<file path="config.mk">
export PLATFORM = sky130hd
export DESIGN_NAME = bram1be_rr_arbiter
export DESIGN_NICKNAME = d
export VERILOG_FILES = /design/src/rtl/bram_arb_pkg.sv /design/src/rtl/bram_rr_arb2.sv /design/src/rtl/bram1be_rr_arbiter.sv
export SDC_FILE = /design/constraint.sdc
export NUM_CORES = 1
export LEC_CHECK = 0
export BUFFER_PORTS_ARGS = -buffer_cell sky130_fd_sc_hd__buf_2
export CAP_MARGIN = 20
export CORE_UTILIZATION = 26
export DETAILED_ROUTE_END_ITERATION = 10
export HOLD_SLACK_MARGIN = 0.03
export PLACE_DENSITY = 0.76
export SYNTH_ARGS = -nofsm -noshare
export SYNTH_HDL_FRONTEND = slang
export SYNTH_HIERARCHICAL = 1
export SYNTH_SLANG_ARGS = --single-unit
</file>
<file path="constraint.sdc">
create_clock -name CLK -period 1.75 [get_ports CLK]
set_input_delay 0.0875 -clock CLK [delete_from_list [all_inputs] [get_ports CLK]]
set_output_delay 0.0875 -clock CLK [all_outputs]
set_load 0.005 [all_outputs]
</file>
<file path="src/rtl/bram_arb_pkg.sv">
// Shared types and helpers for the BRAM port arbiters.
// Covers client identifiers, read-tag records and the BRAM read latency.
package bram_arb_pkg;

    typedef enum logic {
        CLIENT_A = 1'b0,
        CLIENT_B = 1'b1
    } client_id_t;

    typedef struct packed {
        logic       vld;
        client_id_t id;
    } tag_t;

    // A pipelined BRAM adds an output register, so reads take one cycle longer.
    function automatic int lat(input int pipelined);
        return (pipelined != 0) ? 2 : 1;
    endfunction

endpackage

</file>
<file path="src/rtl/bram_rr_arb2.sv">
// Two-way round-robin grant.
// On a tie, the requester that did not win last time is granted.
module bram_rr_arb2 (
    input  logic CLK,
    input  logic RST_N,
    input  logic req_a,
    input  logic req_b,
    output logic gnt_a,
    output logic gnt_b
);
    import bram_arb_pkg::*;

    client_id_t last_grant;

    // Grants are held low during reset so nothing reaches the BRAM.
    always_comb begin
        gnt_a = 1'b0;
        gnt_b = 1'b0;
        if (RST_N) begin
            if (req_a && (!req_b || last_grant == CLIENT_B)) begin
                gnt_a = 1'b1;
            end else if (req_b) begin
                gnt_b = 1'b1;
            end
        end
    end

    always_ff @(posedge CLK or negedge RST_N) begin
        if (!RST_N) begin
            last_grant <= CLIENT_B;
        end else if (gnt_a) begin
            last_grant <= CLIENT_A;
        end else if (gnt_b) begin
            last_grant <= CLIENT_B;
        end
    end

endmodule

</file>
<file path="src/rtl/bram1be_rr_arbiter.sv">
// Shares one single-ported byte-enable BRAM between requesters A and B.
// Each read returns its data to its issuer after the BRAM's fixed latency.
module bram1be_rr_arbiter #(
    parameter int ADDR_WIDTH = 1,
    parameter int DATA_WIDTH = 8,
    parameter int CHUNKSIZE  = 8,
    parameter int WE_WIDTH   = 1,
    parameter int PIPELINED  = 0
) (
    input  logic                  CLK,
    input  logic                  RST_N,
    input  logic                  a_req_valid,
    output logic                  a_req_ready,
    input  logic [WE_WIDTH-1:0]   a_req_we,
    input  logic [ADDR_WIDTH-1:0] a_req_addr,
    input  logic [DATA_WIDTH-1:0] a_req_wdata,
    output logic                  a_rsp_valid,
    output logic [DATA_WIDTH-1:0] a_rsp_rdata,
    input  logic                  b_req_valid,
    output logic                  b_req_ready,
    input  logic [WE_WIDTH-1:0]   b_req_we,
    input  logic [ADDR_WIDTH-1:0] b_req_addr,
    input  logic [DATA_WIDTH-1:0] b_req_wdata,
    output logic                  b_rsp_valid,
    output logic [DATA_WIDTH-1:0] b_rsp_rdata,
    output logic                  bram_en,
    output logic [WE_WIDTH-1:0]   bram_we,
    output logic [ADDR_WIDTH-1:0] bram_addr,
    output logic [DATA_WIDTH-1:0] bram_di,
    input  logic [DATA_WIDTH-1:0] bram_do
);
    import bram_arb_pkg::*;

    localparam int LAT = lat(PIPELINED);

    if (DATA_WIDTH != WE_WIDTH * CHUNKSIZE) begin : g_bad_lane_cfg
        $error("DATA_WIDTH must equal WE_WIDTH*CHUNKSIZE");
    end

    tag_t tag_q [LAT];
    tag_t tag_in;
    tag_t tag_out;

    bram_rr_arb2 u_arb (
        .CLK   (CLK),
        .RST_N (RST_N),
        .req_a (a_req_valid),
        .req_b (b_req_valid),
        .gnt_a (a_req_ready),
        .gnt_b (b_req_ready)
    );

    assign bram_en = a_req_ready | b_req_ready;

    always_comb begin
        bram_we   = '0;
        bram_addr = '0;
        bram_di   = '0;
        if (a_req_ready) begin
            bram_we   = a_req_we;
            bram_addr = a_req_addr;
            bram_di   = a_req_wdata;
        end else if (b_req_ready) begin
            bram_we   = b_req_we;
            bram_addr = b_req_addr;
            bram_di   = b_req_wdata;
        end
    end

    // Only reads earn a tag, so the BRAM's DO change after a write is never returned.
    always_comb begin
        tag_in.vld = (a_req_ready && a_req_we == '0) || (b_req_ready && b_req_we == '0);
        tag_in.id  = b_req_ready ? CLIENT_B : CLIENT_A;
    end

    always_ff @(posedge CLK or negedge RST_N) begin
        if (!RST_N) begin
            for (int i = 0; i < LAT; i++) begin
                tag_q[i] <= '0;
            end
        end else begin
            tag_q[0] <= tag_in;
            for (int i = 1; i < LAT; i++) begin
                tag_q[i] <= tag_q[i-1];
            end
        end
    end

    assign tag_out     = tag_q[LAT-1];
    assign a_rsp_valid = tag_out.vld && (tag_out.id == CLIENT_A);
    assign b_rsp_valid = tag_out.vld && (tag_out.id == CLIENT_B);
    assign a_rsp_rdata = bram_do;
    assign b_rsp_rdata = bram_do;

endmodule

</file>
==> results.md <==
* Routability cong. at 0.605
* DP Worst Slack at 0.399 ns
* Slowest CP cell: dfstp_2
* Comb power frac at 34.0%
* HPWL after DPL at 732 um
* DIE AREA at 1610 um2
* Cts bufs inserted at 3
* Yosys reg bits at 3
* Layout cells sized above 1 at 60.8%
* Largest net degree at the start of global routing at 14
* Most common cell after layout, fill and taps aside: buf_2
* Total number of vias at 392
* Number of max-cap violations at 0
* Max Fanout on Critical Path at 13
* FP Rows at 13
* Initial antenna violation count at 0
* Per-cell routed wire length at 10.2 um
* Sequential area share after synthesis at 20.1%
* Core area at 1330 um2
* Slew @ Worst Pin at 0.362 ns
* Peak VDD IR at 192 uV
* Crit. End Element: output port
* Setup ws final at 0.162 ns
* CTS root buf: clkbuf_4
* Arr. time, crit path at 1.50 ns
* Hold WS at 0.0521 ns
* Fmax at 630 MHz
* First-pass GRT wire length at 1240 um
* Library cells used by synthesis at 15
* Clock skew at 0.000125 ns
* Total global-route track usage at 11.9%
* Register share of total power at 27.1%
* Relative slew slack at 75.8%
* Int Power at 0.000230 W
* Post-CTS setup repair buffer count at 0
* Mapped Cells at 47
* Leakage at 0.309 nW
* Final hold vios at 0
* Post-Syn Nets at 79
* H-tree lvl count at 1
* CTS Buffer Depth at 2
* Hold-fix buffers, CTS at 1
* HP Class: primary input to flop
* Status: finished, final reports clean
* Crit-path max cell delay at 0.54 ns
* Min cycle time layout at 1.59 ns
* Yosys warns at 6
* Port Buffers at 38
* Synth Cell Area at 379 um2
* Reg clk slew, reported paths at 0.04 ns
* Starting density of the core at 28.4%
* RSZ-0062 raised after global routing: false
* # diodes at 0
* Post-CTS Resized at 0
* Worst Path Required at 1.66 ns
* Setup_tns at 0 ns
* Antenna Violating Nets Remaining at 0
* Switch share at 28.3%
* Average size of a mapped cell at 8.07 um2
* Via density at 4.40
* Chip Width at 40.2 um
* Skew-Pair Late Insertion Delay at 0.23 ns
* Initial DRC count at 3
* I/O Pins at 63
* Commonest non-fill, non-tap cells in the layout: buf_2 (38), a22o_1 (9), nand2_1 (5), inv_1 (3), clkbuf_4 (3)
* Pins Over Slew Limit at 0
* Power Dens Cells at 637 nW/um2
* CTS tree: done
* Routed WL at 906 um
* Number of global-route vias before repair at 318
* Router iterations before antenna repair at 3
* Setup-failing EPs final at 0
* Critical path cell sequence: inv_1 -> a21oi_1 -> buf_4 -> a22o_1 -> buf_2
* CTS sink cnt at 3
* Critical setup path kind: flop to output port
* Startpoint types: flop
* Area growth from synthesis to layout at 32.7%
* Clock share of power at 38.9%
* Final period util at 90.7%
* Net Sw Power at 0.0000906 W
* Fin nets at 107
* Die span in y at 40.2 um
* DRC Markers at 0
* Total gr overflow at 0
[registers in the layout, summed over array words and instances (netlist names)]
| name | cells |
|---|---|
| tag_out | 2 |
| u_arb/last_grant | 1 |
[kinds of logic after synthesis]
logic type             count (synthesis)  synth area share, %
AO/OA/AOI/OAI                         15                 30.4
flip-flops                             3                 20.1
AND/OR/NAND/NOR                        8                 10.6
buffers and inverters                 21                 38.9
[metal layers]
metal  global-route usage (%)  routed length, um  vias up
met4                     10.8                 17        0
met3                     2.78                 93        2
met1                     12.8                318      170
li1                         -                  -      199
met2                     19.0                476       21
met5                        0                  0        -
[final cells by class]
| cell class | count | area, um2 |
|---|---|---|
| tap | 15 | 18.8 |
| fill | 148 | 831 |
| inverter | 3 | 11.3 |
| multi-input combinational | 23 | 155 |
| clock buffer | 4 | 26.3 |
| sequential | 3 | 76.3 |
| timing repair buffer | 41 | 215 |
[path summary, 6_finish.rpt]
check	from	end	slack [ns]	depth (start not counted)
setup reg to reg	u_arb/last_grant	tag_out[1]	0.45	5
max in group asynchronous	RST_N	u_arb/last_grant	1.28	2
setup / recovery	u_arb/last_grant	bram_di[3]	0.16	5
hold reg to reg	u_arb/last_grant	u_arb/last_grant	0.61	1
min in group asynchronous	RST_N	tag_out[0]	0.24	2
hold / removal	b_req_we	tag_out[1]	0.05	2
[critical path, delay by kind of cell, from the launching register on]
kind	cells	cell delay [ns]
buf+inv	3	0.37
compound gates	2	0.34
flops	1	0.54
[synthesized netlist by cell type]
cell,instances,area (um2)
buf_4,16,120
a22o_1,9,78.8
nand2_1,5,18.8
inv_1,3,11.3
a21oi_1,2,10.0
dfrtp_1,2,50.1
o21ai_0,2,10.0
a21bo_1,1,10.0
and2_1,1,6.26
buf_2,1,5.00
buf_6,1,11.3
dfstp_2,1,26.3
nor2b_1,1,6.26
nor2b_2,1,8.76
o22ai_1,1,6.26
[per-stage QoR]
stage                     std cells  cell area, um2  utilization, %  power [W]
final                            89             503            37.7   0.000320
after global routing             89             503            37.7   0.000349
after detailed placement         84             467            35.0   0.000196
after floorplan                  47             379               -   0.000166
after CTS                        89             503            37.7   0.000326
after global placement           84             467            35.0   0.000192
[power by group through the flow]
| stage | logic (W) | registers, W | clock network [W] |
|---|---|---|---|
| finish | 0.000109 | 0.0000867 | 0.000125 |
| global route | 0.000123 | 0.0000890 | 0.000137 |
| CTS | 0.000110 | 0.0000869 | 0.000129 |
| detailed placement | 0.000108 | 0.0000879 | 0 |
| global placement | 0.000106 | 0.0000861 | 0 |
| floorplan | 0.0000807 | 0.0000858 | 0 |
Note: power is estimated with default switching activity, not from simulation.
